[config.mk]
export PLATFORM = sky130hd
export DESIGN_NAME = max7219_frame_seq
export DESIGN_NICKNAME = d
export VERILOG_FILES = /design/src/rtl/max7219_frame_seq.sv
export SDC_FILE = /design/constraint.sdc
export NUM_CORES = 1
export LEC_CHECK = 0
export BUFFER_PORTS_ARGS = -buffer_cell sky130_fd_sc_hd__clkbuf_2
export CAP_MARGIN = 20
export CORE_MARGIN = 2
export CORE_UTILIZATION = 55
export CTS_BUF_LIST = sky130_fd_sc_hd__clkbuf_8
export DETAILED_ROUTE_END_ITERATION = 10
export MAX_ROUTING_LAYER = met4
export PLACE_DENSITY = 0.77
export SETUP_SLACK_MARGIN = 0.05
export SLEW_MARGIN = 40
export SYNTH_ARGS = -nofsm -noshare
export SYNTH_HDL_FRONTEND = slang
export SYNTH_SLANG_ARGS = --single-unit
[constraint.sdc]
create_clock -name sys_clk -period 3.1 [get_ports sys_clk]
set_input_delay 0.62 -clock sys_clk [delete_from_list [all_inputs] [get_ports sys_clk]]
set_output_delay 0.62 -clock sys_clk [all_outputs]
set_load 0.02 [all_outputs]
[src/rtl/max7219_frame_seq.sv]
// Command sequencer feeding a MAX7219 serial driver: runs the init table, then resends dirty frame-buffer rows.
// Build option MAX7219_INTENSITY_PORT_EN adds a live intensity_in port that overrides INTENSITY.
`timescale 1ns/1ps

module max7219_frame_seq #(
    parameter logic [7:0]  INTENSITY    = 8'h08,
    parameter logic [7:0]  SCAN_LIMIT   = 8'h07,
    parameter logic [15:0] BUSY_TIMEOUT = 16'd1023
) (
    input  logic       sys_clk,
    input  logic       _rst,
    input  logic       wr_en,
    input  logic [2:0] wr_row,
    input  logic [7:0] wr_data,
    input  logic       refresh,
    input  logic       busy,
`ifdef MAX7219_INTENSITY_PORT_EN
    input  logic [3:0] intensity_in,
`endif
    output logic       str,
    output logic [7:0] IRreg,
    output logic [7:0] data,
    output logic       init_done,
    output logic       seq_busy,
    output logic       timeout_err
);

    // state     | meaning
    // INIT_LD   | latch init table entry init_idx into IRreg/data
    // ISSUE     | str high for one cycle, arm busy timeout
    // WAIT_HI   | wait for driver busy to rise (or timeout)
    // WAIT_LO   | wait for driver busy to fall
    // IDLE      | nothing pending
    // ROW_LD    | latch lowest dirty row (or intensity update) into IRreg/data
    typedef enum logic [2:0] {
        S_INIT_LD,
        S_ISSUE,
        S_WAIT_HI,
        S_WAIT_LO,
        S_IDLE,
        S_ROW_LD
    } state_t;

    state_t      state, state_nx;
    logic [2:0]  init_idx;
    logic [15:0] tmo_cnt;
    logic [7:0]  fb [8];
    logic [7:0]  dirty;
    logic        cmd_done, tmo_hit;

    logic [2:0]  row_sel;
    logic        row_any;
    logic        row_pending;
    logic [7:0]  row_ir, row_dat;
    logic        row_clr;
    logic [7:0]  init_addr, init_val;
    logic [7:0]  init_int;

`ifdef MAX7219_INTENSITY_PORT_EN
    logic [3:0] last_int;
    logic       int_dirty;

    assign init_int    = {4'h0, intensity_in};
    assign int_dirty   = init_done && (intensity_in != last_int);
    assign row_pending = row_any || int_dirty;

    always_ff @(posedge sys_clk or negedge _rst) begin
        if (!_rst) begin
            last_int <= INTENSITY[3:0];
        end else if ((state == S_INIT_LD && init_idx == 3'd2) ||
                     (state == S_ROW_LD && int_dirty)) begin
            last_int <= intensity_in;
        end
    end
`else
    assign init_int    = INTENSITY;
    assign row_pending = row_any;
`endif

    // Scan from the top down so the lowest dirty index wins.
    always_comb begin
        row_sel = 3'd0;
        row_any = 1'b0;
        for (int i = 7; i >= 0; i--) begin
            if (dirty[i]) begin
                row_sel = 3'(i);
                row_any = 1'b1;
            end
        end
    end

    always_comb begin
        row_ir  = {5'd0, row_sel} + 8'd1;
        row_dat = fb[row_sel];
        row_clr = 1'b1;
`ifdef MAX7219_INTENSITY_PORT_EN
        if (int_dirty) begin
            row_ir  = 8'h0A;
            row_dat = {4'h0, intensity_in};
            row_clr = 1'b0;
        end
`endif
    end

    always_comb begin
        init_addr = 8'h0C;
        init_val  = 8'h01;
        case (init_idx)
            3'd0:    begin init_addr = 8'h0F; init_val = 8'h00;       end
            3'd1:    begin init_addr = 8'h09; init_val = 8'h00;       end
            3'd2:    begin init_addr = 8'h0A; init_val = init_int;    end
            3'd3:    begin init_addr = 8'h0B; init_val = SCAN_LIMIT;  end
            default: begin init_addr = 8'h0C; init_val = 8'h01;       end
        endcase
    end

    always_ff @(posedge sys_clk or negedge _rst) begin
        if (!_rst) state <= S_INIT_LD;
        else       state <= state_nx;
    end

    always_comb begin
        state_nx = state;
        str      = 1'b0;
        cmd_done = 1'b0;
        tmo_hit  = 1'b0;
        case (state)
            S_INIT_LD: state_nx = S_ISSUE;
            S_ISSUE: begin
                str      = 1'b1;
                state_nx = S_WAIT_HI;
            end
            S_WAIT_HI: begin
                if (busy) begin
                    state_nx = S_WAIT_LO;
                end else if (tmo_cnt == 16'd0) begin
                    tmo_hit  = 1'b1;
                    cmd_done = 1'b1;
                end
            end
            S_WAIT_LO: if (!busy) cmd_done = 1'b1;
            S_IDLE:    if (init_done && row_pending) state_nx = S_ROW_LD;
            S_ROW_LD:  state_nx = S_ISSUE;
            default:   state_nx = S_IDLE;
        endcase
        // An abandoned command finishes exactly like a completed one.
        if (cmd_done) begin
            state_nx = (!init_done && init_idx != 3'd4) ? S_INIT_LD : S_IDLE;
        end
    end

    always_ff @(posedge sys_clk or negedge _rst) begin
        if (!_rst) begin
            init_idx    <= 3'd0;
            init_done   <= 1'b0;
            seq_busy    <= 1'b0;
            timeout_err <= 1'b0;
            tmo_cnt     <= 16'd0;
            IRreg       <= 8'h00;
            data        <= 8'h00;
            dirty       <= 8'hFF;
            for (int i = 0; i < 8; i++) fb[i] <= 8'h00;
        end else begin
            seq_busy <= (state_nx != S_IDLE);

            if (state == S_ISSUE) tmo_cnt <= BUSY_TIMEOUT;
            else if (state == S_WAIT_HI && tmo_cnt != 16'd0) tmo_cnt <= tmo_cnt - 16'd1;

            if (tmo_hit) timeout_err <= 1'b1;

            if (cmd_done && !init_done) begin
                if (init_idx == 3'd4) init_done <= 1'b1;
                else                  init_idx  <= init_idx + 3'd1;
            end

            if (state == S_INIT_LD) begin
                IRreg <= init_addr;
                data  <= init_val;
            end

            if (state == S_ROW_LD) begin
                IRreg <= row_ir;
                data  <= row_dat;
                if (row_clr) dirty[row_sel] <= 1'b0;
            end

            // Host writes and refresh come last so they override the row clear above.
            if (wr_en) begin
                fb[wr_row]    <= wr_data;
                dirty[wr_row] <= 1'b1;
            end
            if (refresh) dirty <= 8'hFF;
        end
    end

endmodule

==> summary.txt, run 1 <==
Status
  – Status: completed

Synthesis
  – Yosys reg bits: 109
  – Syn_area_per_cell: 11.5 µm²
  – Area of the mapped netlist: 0.00525 mm²
  – Number of synthesized flops with an enable pin: 0
  – Post-Synthesis Cells: 458
  – Most used DFF post-synth: dfrtp_1
  – Area leader, netlist: dfrtp_1
  – Yosys top cell area share: 0.481
  – Largest cells by area after synthesis: dfrtp_1, mux2_2, dfstp_2
  – Sequential-to-total area share from yosys stat: 0.521
  – YS warnings: 0
  – Post-synth ARST share: 1.00
  – Distinct cells, synth: 64

Timing
  – Final worst setup slack: 0.246 ns
  – Maximum clock frequency: 0.350 GHz
  – Final Skew: 0.00959 ns
  – Slew @ Worst Pin: 0.724 ns
  – Slew margin rel.: 0.516
  – Post-route minimum period: 2.85 ns
  – Hold Violations, Final: 0
  – Final hold slack: 0.184 ns
  – Sum Neg Setup Slack: 0 ns
  – Final setup viols: 0
  – RSZ-0062 raised after global routing: no
  – Final-report max-slew violation count: 0
  – Tcrit/Tclk final: 0.921

Setup path
  – Crit path max fanout: 15
  – CP most frequent cell: inv_1
  – CP Class: reg2out
  – Critical Path Source: state[0]
  – CP peak stage delay: 0.67 ns
  – CP arrival: 2.23 ns
  – WP data required: 2.48 ns
  – Crit path launch type: flip-flop
  – Worst r2r src: tmo_cnt[1]
  – CP Cell Sequence: inv_1 -> or3_1 -> inv_1 -> clkbuf_2
  – Critical Path Sink Type: primary output
  – Slowest stage cell, crit path: dfrtp_1

Detailed routing
  – Detail Route Antenna Nets: 0
  – Drt first pass iters: 5
  – Number of DRC markers in iteration 0: 340
  – Routed length per placed instance: 18.5 µm
  – Vias/cell: 5.99
  – Drt drc: 0
  – DRT Wirelength: 11600 µm
  – Vias after detailed routing: 3771

Power
  – Pleak: 0.00257 µW
  – PD cells: 491 mW/mm²
  – Pwr Total: 2850 µW
  – Max IR drop VDD: 271 µV

Clock network
  – Root Buffer: clkbuf_8
  – H-tree depth: 3
  – Worst skew pair latency: 0.39 ns
  – Num CTS Buffers: 9
  – Clock-pin slew on the worst setup and hold paths: 0.10 ns
  – CTS tree: yes
  – Clk sinks: 109
  – # hold bufs at CTS: 0
  – Postcts setup bufs: 0
  – Post-cts sizing count: 0
  – Clock Path Buffers: 2

GRT
  – Pin count of the biggest net entering global routing: 54
  – First-pass GRT wire length: 19200 µm
  – Total track usage: 0.252
  – Initial antenna violation count: 0
  – GRT overflow: 0
  – Vias in the first global route: 3705

Floorplan
  – Core box area: 0.00924 mm²
  – Ports: 36
  – Starting density of the core: 0.568
  – Chip height: 102 µm
  – Standard-cell row count: 35
  – Chip width: 102 µm
  – Die ar.: 0.0103 mm²

Finish
  – Share of cells above drive strength 1: 0.291
  – Synthesis-to-layout area growth: 10.2%
  – Nets: 519
  – Fin area: 0.00579 mm²
  – Diode count: 0

Placed design
  – Routability cong.: 0.871
  – Placed cell area: 0.00559 mm²
  – Port bufs: 31
  – Detailed placement HPWL: 8070 µm
  – Setup WS pre-CTS: 0.645 ns

Worst hold path
  – Hold crit path type: in2async

Job
  – Max_cap viols: 0
==> final cells by class <==
type	instances	area, µm²
Fill cell	726	3450
Clock buffer	10	138
Clock inverter	6	57.6
Multi-Input combinational cell	320	2390
Tap cell	129	161
Timing Repair Buffer	41	245
Sequential cell	109	2740
Inverter	15	56.3
==> power by group <==
part           total [µW]  switching (µW)  internal (µW)
registers            1700            93.5           1600
clock network         831             505            326
logic                 316             133            184
==> routing by layer <==
layer / wire (µm) / GRT usage / vias up
met5: 0 / - / -
met4: 258 / 0.0800 / 0
met3: 638 / 0.0511 / 26
met2: 5710 / 0.396 / 120
met1: 5030 / 0.331 / 1887
li1: - / - / 1738
==> registers in the layout (all words and copies together), names as in the netlist <==
name         cells
tmo_cnt         16
init_idx         3
seq_busy         1
IRreg            4
state            3
data             8
dirty            8
timeout_err      1
fb              64
init_done        1
==> placed cells by master (no fill, tap or decap), drive strengths merged, types with 3 or more instances in the layout <==
master,instances
nand4b,4
conb,4
or3,6
inv,16
nand3,3
xor2,10
dfrtp,101
or4,4
clkbuf,40
mux2,64
nor3b,4
xnor2,5
nand4,3
a221o,3
a221oi,3
o21ai,28
dfstp,8
ha,7
or2,4
a211o,4
nor2,35
o22a,3
nand2b,3
nor3,21
nand3b,5
a21oi,15
nand2,30
o22ai,8
mux2i,13
buf,11
clkinv,3
==> critical path, delay by kind of cell, from the launching register on <==
kind | cells | cell delay (ns)
flip-flops | 1 | 0.67
AND/OR/NAND/NOR | 1 | 0.58
buffers and inverters | 3 | 0.60
==> stage by stage <==
step | utilization | cells
floorplan | - | 461
global placement | 0.605 | 614
detailed placement | 0.605 | 614
CTS | 0.626 | 630
global route | 0.627 | 630
finish | 0.627 | 630
==> path summary, 6_finish.rpt <==
| kind | slack (ns) | end | cells past startpoint |
|---|---|---|---|
| setup / recovery | 0.25 | str | 4 |
| hold reg to reg | 0.49 | timeout_err | 1 |
| min in group sys_clk | 0.49 | timeout_err | 1 |
| max in group asynchronous | 2.25 | dirty[6] | 2 |
| setup reg to reg | 0.63 | tmo_cnt[3] | 8 |
| hold / removal | 0.18 | init_idx[1] | 1 |
==> cells by family (layout without fill, tap and decap cells) <==
group	count (synthesis)	count (layout)	synth area share
buf+inv	32	72	0.0260
simple gates	129	129	0.129
other cells	1	4	0.000714
mux	78	78	0.167
compound gates	87	87	0.115
fa+ha+maj	7	7	0.0167
xor+xnor	15	15	0.0250
flops	109	109	0.521
==> synthesized netlist by cell type (5+ instances only) <==
library cell    n
dfrtp_1       101
mux2_2         63
nor2_1         34
nand2_1        30
o21ai_0        23
nor3_1         20
a21oi_1        15
inv_1          15
mux2i_1        13
clkbuf_1       12
xor2_1         10
dfstp_2         8
o22ai_1         8
ha_1            7
nand3b_1        5
or3_1           5
xnor2_1         5
Note: power is estimated with default switching activity, not from simulation.
==> run 2, diff against run 1 <==
Settings changed: BUFFER_PORTS_ARGS -buffer_cell sky130_fd_sc_hd__clkbuf_2 to unset, DONT_BUFFER_PORTS set to 1, PLACE_DENSITY 0.77 to 0.73.
==> run 2 against run 1 <==
  * Cell count decreased by 5.2%
  * Clock power increased by 14%
  * Non-clock buffer count is 33 lower
  * Clock skew is 0.0044 ns higher
  * Critical endpoint unchanged
  * Critical path type unchanged
  * Routed wire length is 2.9% lower
  * First-iteration DRC count fell by 21%
  * Largest cell class unchanged
  * Setup slack improved by 0.091 ns
  * Cell area down 2.4%
==> summary.txt, run 2 (synthesized netlist as in run 1, its figures left out) <==
Finish
  – Diode count: 0 (unchanged)
  – Largest regs: fb x64, tmo_cnt x16
  – Synthesis-to-layout area growth: 7.60%
  – Share of cells above drive strength 1: 0.239 (-0.0521)
  – Fin area: 0.00565 mm² (-2.4%)
  – Largest register FFs: 64 (unchanged)
  – Most frequent cells in the layout: dfrtp_1, mux2_2, nor2_1, nand2_1, o21ai_0
  – Most common cell after layout, fill and taps aside: dfrtp_1
  – Filler Cell Count: 733 (+0.96%)
  – Nets: 486 (-6.4%)
  – Final cell count without fillers: 597 (-5.2%)
  – Top reg by flops: fb

Setup path
  – Critical Path Sink Type: primary output
  – Slowest stage cell, crit path: dfrtp_1
  – R2R cell count: 8 (unchanged)
  – CP Class: reg2out
  – Crit path max fanout: 15 (unchanged)
  – CP arrival: 2.14 ns (-0.09 ns)
  – Crit path launch type: flip-flop
  – Reg2reg end: init_idx[1]
  – CP peak stage delay: 0.67 ns (about the same)
  – Worst r2r src: tmo_cnt[0]
  – Reg2reg setup slack: 0.65 ns (+0.02 ns)
  – CP most frequent cell: inv_1
  – CP Cell Sequence: inv_1 -> or3_1 -> inv_1
  – WP data required: 2.48 ns (about the same)

Clock network
  – Num CTS Buffers: 9 (unchanged)
  – CTS tree: yes
  – H-tree depth: 3 (unchanged)
  – Worst skew pair latency: 0.38 ns (about the same)
  – Postcts setup bufs: 0 (unchanged)
  – Root Buffer: clkbuf_8
  – Post-cts sizing count: 0 (unchanged)
  – Clk sinks: 109 (unchanged)
  – # hold bufs at CTS: 1 (+1)
  – Clock Path Buffers: 2 (unchanged)
  – Clock-pin slew on the worst setup and hold paths: 0.10 ns (about the same)

Placed design
  – Placed cell count: 580 (-5.5%)
  – Placed cell area: 0.00540 mm² (-3.4%)
  – Detailed placement HPWL: 7450 µm (-7.7%)
  – Port bufs: 0 (-100%)
  – Routability cong.: 0.894 (+2.6%)

Floorplan
  – Starting density of the core: 0.568 (unchanged)
  – Chip height: 102 µm (unchanged)
  – Die ar.: 0.0103 mm² (unchanged)
  – Standard-cell row count: 35 (unchanged)
  – Core box area: 0.00924 mm² (unchanged)
  – Chip width: 102 µm (unchanged)
  – Ports: 36 (unchanged)

Timing
  – Final-report max-slew violation count: 0 (unchanged)
  – RSZ-0062 raised after global routing: no
  – Final Skew: 0.0140 ns (+0.00441 ns)
  – Maximum clock frequency: 0.362 GHz (+3.3%)
  – Hold Violations, Final: 0 (unchanged)
  – Tcrit/Tclk final: 0.891 (-0.0294)
  – Final setup viols: 0 (unchanged)
  – Post-route minimum period: 2.76 ns (-0.0910 ns)
  – Slew margin rel.: 0.478 (-0.0375)
  – Sum Neg Setup Slack: 0 ns (unchanged)
  – Slew @ Worst Pin: 0.777 ns (+0.0532 ns)

GRT
  – Vias in the first global route: 3660 (-1.2%)
  – Met1 Use GR: 0.319 (-0.0118)
  – First-pass GRT wire length: 18700 µm (-2.6%)
  – GRT overflow: 0 (unchanged)
  – Met2 Use GR: 0.368 (-0.0273)
  – Initial antenna violation count: 0 (unchanged)
  – Pin count of the biggest net entering global routing: 102 (+89%)
  – Total track usage: 0.245 (-0.00668)
  – Gr busiest metal: met2
  – Met3 GRT Util: 0.0842 (+0.0331)

Power
  – Combinational power share: 0.098 (-0.013)
  – Sw Share: 0.229 (-0.0280)
  – Clk pwr share: 0.323 (+0.031)
  – Pwr Total: 2930 µW (+2.9%)
  – Max IR drop VDD: 383 µV (+42%)
  – PD cells: 518 mW/mm² (+5.4%)
  – Seq pwr share: 0.580 (-0.017)
  – Pleak: 0.00245 µW (-4.7%)
  – P_sw: 670 µW (-8.3%)
  – Int Pwr: 2260 µW (+6.8%)

Detailed routing
  – Detail Route Antenna Nets: 0 (unchanged)
  – Routed length per placed instance: 18.9 µm (+2.5%)
  – Number of DRC markers in iteration 0: 267 (-21%)
  – Drt drc: 0 (unchanged)
  – Vias after detailed routing: 3632 (-3.7%)
  – Vias/cell: 6.08 (+1.6%)
  – DRT Wirelength: 11300 µm (-2.9%)
  – Drt first pass iters: 5 (unchanged)

Worst hold path
  – Hold crit path type: in2async

Status
  – Status: completed

Job
  – Max_cap viols: 0 (unchanged)
-- run 2: worst max path at each step --
stage,start,endpoint,slack [ns],depth (start not counted)
CTS,state[0],str,0.34,3
global route,state[0],str,0.18,3
finish,state[0],str,0.34,3
detailed placement,tmo_cnt[0],init_idx[1],0.66,8
global placement,tmo_cnt[0],init_idx[1],0.74,8
floorplan,tmo_cnt[0],init_idx[1],0.83,8
-- run 2: routing by layer --
layer  vias to the layer above  share of wire
met5                         -              0
met1                      1820           0.44
li1                       1682              -
met3                         8          0.076
met4                         0         0.0090
met2                       122           0.48
-- run 2: power by group through the flow --
stage	sequential, µW	combinational (µW)	clock (µW)
after floorplan	1690	235	0
after global placement	1710	249	0
after detailed placement	1720	261	0
after CTS	1700	291	968
after global routing	1720	317	1030
final	1700	286	944
-- run 2: through the flow --
step | setup slack, ns | utilization | hold WS, ns
3_3_place_gp | 0.743 | 0.584 | 0.330
4_1_cts | 0.336 | 0.611 | 0.0535
2_1_floorplan | 0.829 | - | 0.324
3_5_place_dp | 0.657 | 0.584 | 0.331
5_1_grt | 0.179 | 0.612 | 0.0354
6_report | 0.337 | 0.612 | 0.0721
-- run 2: worst max-delay path: cells and delay by family, from the launching register on --
kind                   cells  cell delay (ns)
buffers and inverters      2             0.53
AND/OR/NAND/NOR            1             0.58
flip-flops                 1             0.67
-- run 2: cell type report --
cell class	count	area, µm²	area share
sequential	109	2740	0.484
clock buffer	10	138	0.0244
clock inverter	6	85.1	0.0151
multi-input combinational	320	2390	0.424
inverter	15	56.3	0.00996
tap	129	161	0.0286
timing repair buffer	8	80.1	0.0142
==> run 3, diff against run 2 <==
Settings changed: ABC_AREA set to 1.
==> run 3 against run 2 <==
  * Non-clock buffer count shrank 5
  * Cell count increased by 27%
  * Clock-buffer cell count increased by 1
  * Critical path type unchanged
  * Critical endpoint unchanged
==> summary.txt, run 3 <==
Clock network
  – H-tree depth: 3 (unchanged)
  – Num CTS Buffers: 9 (unchanged)
  – Clock-pin slew on the worst setup and hold paths: 0.10 ns (about the same)
  – Worst skew pair latency: 0.37 ns (about the same)
  – Clk sinks: 109 (unchanged)
  – CTS tree: yes
  – Post-cts sizing count: 0 (unchanged)
  – Clock Path Buffers: 2 (unchanged)
  – Root Buffer: clkbuf_8

Setup path
  – Crit path launch type: flip-flop
  – Slowest stage cell, crit path: nor2_1
  – CP arrival: 1.91 ns (-0.23 ns)
  – Critical Path Sink Type: primary output
  – CP Class: reg2out
  – CP Cell Sequence: inv_1 -> or2_1 -> nor2_1 -> buf_4
  – WP data required: 2.48 ns (about the same)
  – CP peak stage delay: 0.56 ns (-0.11 ns)
  – Crit path max fanout: 11 (-4)

Detailed routing
  – Number of DRC markers in iteration 0: 317 (+19%)
  – Vias after detailed routing: 4188 (+15%)
  – DR WL met3: 701 µm (-18%)
  – Highest routing layer actually used: met4
  – Detail Route Antenna Nets: 0 (unchanged)
  – DRT Wirelength: 11700 µm (+3.1%)
  – DRT met1 WL: 5300 µm (+7.6%)
  – Routed length per placed instance: 15.3 µm (-19%)
  – Vias/cell: 5.51 (-9.4%)
  – Met2 wire len: 5490 µm (+1.2%)
  – Drt first pass iters: 5 (unchanged)
  – Drt drc: 0 (unchanged)

Timing
  – Final Skew: 0.0114 ns (-0.00256 ns)
  – Slew @ Worst Pin: 0.699 ns (-0.0779 ns)
  – Final worst setup slack: 0.571 ns (+0.234 ns)
  – Slew margin rel.: 0.532 (+0.0537)
  – RSZ-0062 raised after global routing: no
  – Final setup viols: 0 (unchanged)
  – Post-route minimum period: 2.53 ns (-0.234 ns)
  – Final-report max-slew violation count: 0 (unchanged)
  – Final hold slack: 0.0802 ns (+0.00814 ns)
  – Hold Violations, Final: 0 (unchanged)
  – Maximum clock frequency: 0.395 GHz (+9.3%)
  – Sum Neg Setup Slack: 0 ns (unchanged)
  – Tcrit/Tclk final: 0.816 (-0.0755)

Power
  – Max IR drop VDD: 338 µV (-12%)
  – Sw Share: 0.354 (+0.125)
  – Clk pwr share: 0.222 (-0.101)
  – Seq pwr share: 0.554 (-0.026)
  – Combinational power share: 0.224 (+0.126)
  – P_sw: 1260 µW (+88%)
  – Int Pwr: 2300 µW (+2.1%)
  – Pleak: 0.00261 µW (+6.7%)
  – PD cells: 643 mW/mm² (+24%)

Synthesis
  – Distinct cells, synth: 44 (-31%)
  – Area leader, netlist: dfrtp_1
  – Syn_area_per_cell: 8.38 µm² (-27%)
  – Synth top cells by count: nand2_1, dfrtp_1, o21ai_0
  – Sequential-to-total area share from yosys stat: 0.522 (about the same)
  – Post-synth ARST share: 1.00 (unchanged)
  – Area of the mapped netlist: 0.00525 mm² (about the same)
  – Yosys reg bits: 109 (unchanged)
  – YS warnings: 0 (unchanged)
  – Post-Synthesis Cells: 626 (+37%)
  – Most frequent cell after synthesis: nand2_1
  – Yosys top cell area share: 0.482 (about the same)
  – Largest cells by area after synthesis: dfrtp_1, nand2_1, o21ai_0
  – Number of synthesized flops with an enable pin: 0 (unchanged)
  – Most used DFF post-synth: dfrtp_1

GRT
  – Initial antenna violation count: 0 (unchanged)
  – First-pass GRT wire length: 19900 µm (+6.8%)
  – GRT overflow: 0 (unchanged)
  – Vias in the first global route: 4044 (+10%)
  – Total track usage: 0.258 (+0.0126)
  – Pin count of the biggest net entering global routing: 102 (unchanged)

Job
  – Max_cap viols: 0 (unchanged)

Floorplan
  – Starting density of the core: 0.568 (about the same)
  – Chip height: 102 µm (about the same)
  – Standard-cell row count: 35 (unchanged)
  – Core box area: 0.00924 mm² (unchanged)
  – Ports: 36 (unchanged)
  – Chip width: 102 µm (about the same)
  – Die ar.: 0.0103 mm² (about the same)

Worst hold path
  – Hold crit path type: in2async

Finish
  – Final cell count without fillers: 760 (+27%)
  – Largest register FFs: 64 (unchanged)
  – Most common cell after layout, fill and taps aside: nand2_1
  – Filler Cell Count: 825 (+13%)
  – Diode count: 0 (unchanged)
  – Top reg by flops: fb
  – Most frequent cells in the layout: nand2_1, dfrtp_1, o21ai_0, inv_1, nor2_1
  – Synthesis-to-layout area growth: 5.72%
  – Largest regs: fb x64, tmo_cnt x16
  – Share of cells above drive strength 1: 0.0935 (-0.146)
  – Nets: 649 (+34%)

Status
  – Status: completed

Placed design
  – Port bufs: 0 (unchanged)
  – Placed cell count: 743 (+28%)
  – Detailed placement HPWL: 7900 µm (+6.0%)
  – Setup WS pre-CTS: 0.976 ns (+0.318 ns)
  – Routability cong.: 0.876 (-2.0%)
## run 3: cell types whose count changed after synthesis, moves of 7 or more
| cell | change |
|---|---|
| xor2_1 | -8 |
| nor2_1 | +14 |
| inv_2 | +7 |
| nand2_1 | +110 |
| nand2_2 | +8 |
| mux2_2 | -63 |
| inv_1 | +60 |
| mux2i_1 | -13 |
| o21ai_0 | +73 |
| nor3_1 | -10 |
| nand3_1 | +26 |
## run 3: through the flow
step           power [µW]  area, µm²   util
2_1_floorplan        2560       5260      -
3_3_place_gp         2730       5340  0.578
3_5_place_dp         2770       5340  0.578
4_1_cts              3590       5550  0.600
5_1_grt              3820       5550  0.600
6_report             3570       5550  0.600
## run 3: logic make-up after synthesis
family / count (synthesis) / synth area share
buffers and inverters: 100 / 0.0782
and+or+nand+nor: 261 / 0.223
adders and majority gates: 7 / 0.0167
xor gates and xnor gates: 3 / 0.00501
other: 1 / 0.000715
DFF: 109 / 0.522
AOI/OAI and AO/OA: 145 / 0.155
## run 3: power by group through the flow
stage	Clock, µW	Combinational (µW)	Sequential [µW]
after global routing	877	935	2010
after CTS	817	800	1970
after floorplan	0	609	1950
after global placement	0	741	1990
final	791	801	1970
after detailed placement	0	766	2000
## run 3: what timing repair did
item                                    CTS  global route
setup buffers                             0             0
hold buffers                              1             0
endpoints found under the setup margin    0             0
hold endpoints to repair                101             0
## run 3: area by class of cell
| class | instances | area [µm²] | area share |
|---|---|---|---|
| clock buffer | 11 | 151 | 0.0273 |
| sequential | 109 | 2740 | 0.493 |
| multi-input combinational | 420 | 2120 | 0.381 |
| clock inverter | 5 | 27.5 | 0.00496 |
| timing repair buffer | 3 | 42.5 | 0.00767 |
| inverter | 83 | 312 | 0.0562 |
| tap | 129 | 161 | 0.0291 |
## run 3: routing by layer
| metal | vias to the layer above | GRT usage |
|---|---|---|
| li1 | 2020 | - |
| met1 | 2015 | 0.341 |
| met2 | 137 | 0.403 |
| met3 | 16 | 0.0483 |
| met4 | 0 | 0.0852 |
| met5 | - | - |
## run 3: worst max-delay path, delay by kind of cell, from the launching register on
family        cells  cell delay, ns
buf+inv           2            0.32
flops             1            0.40
simple gates      2            0.82
## run 3: final timing paths
check / slack (ns) / depth (start not counted) / end / startpoint
min: 0.08 / 0 / dirty[7] / _rst
min in group sys_clk: 0.36 / 1 / dirty[7] / refresh
min reg2reg: 0.49 / 2 / fb[38] / fb[38]
max: 0.57 / 4 / str / state[0]
max in group asynchronous: 2.54 / 1 / fb[38] / _rst
max reg2reg: 0.96 / 13 / data[5] / dirty[5]
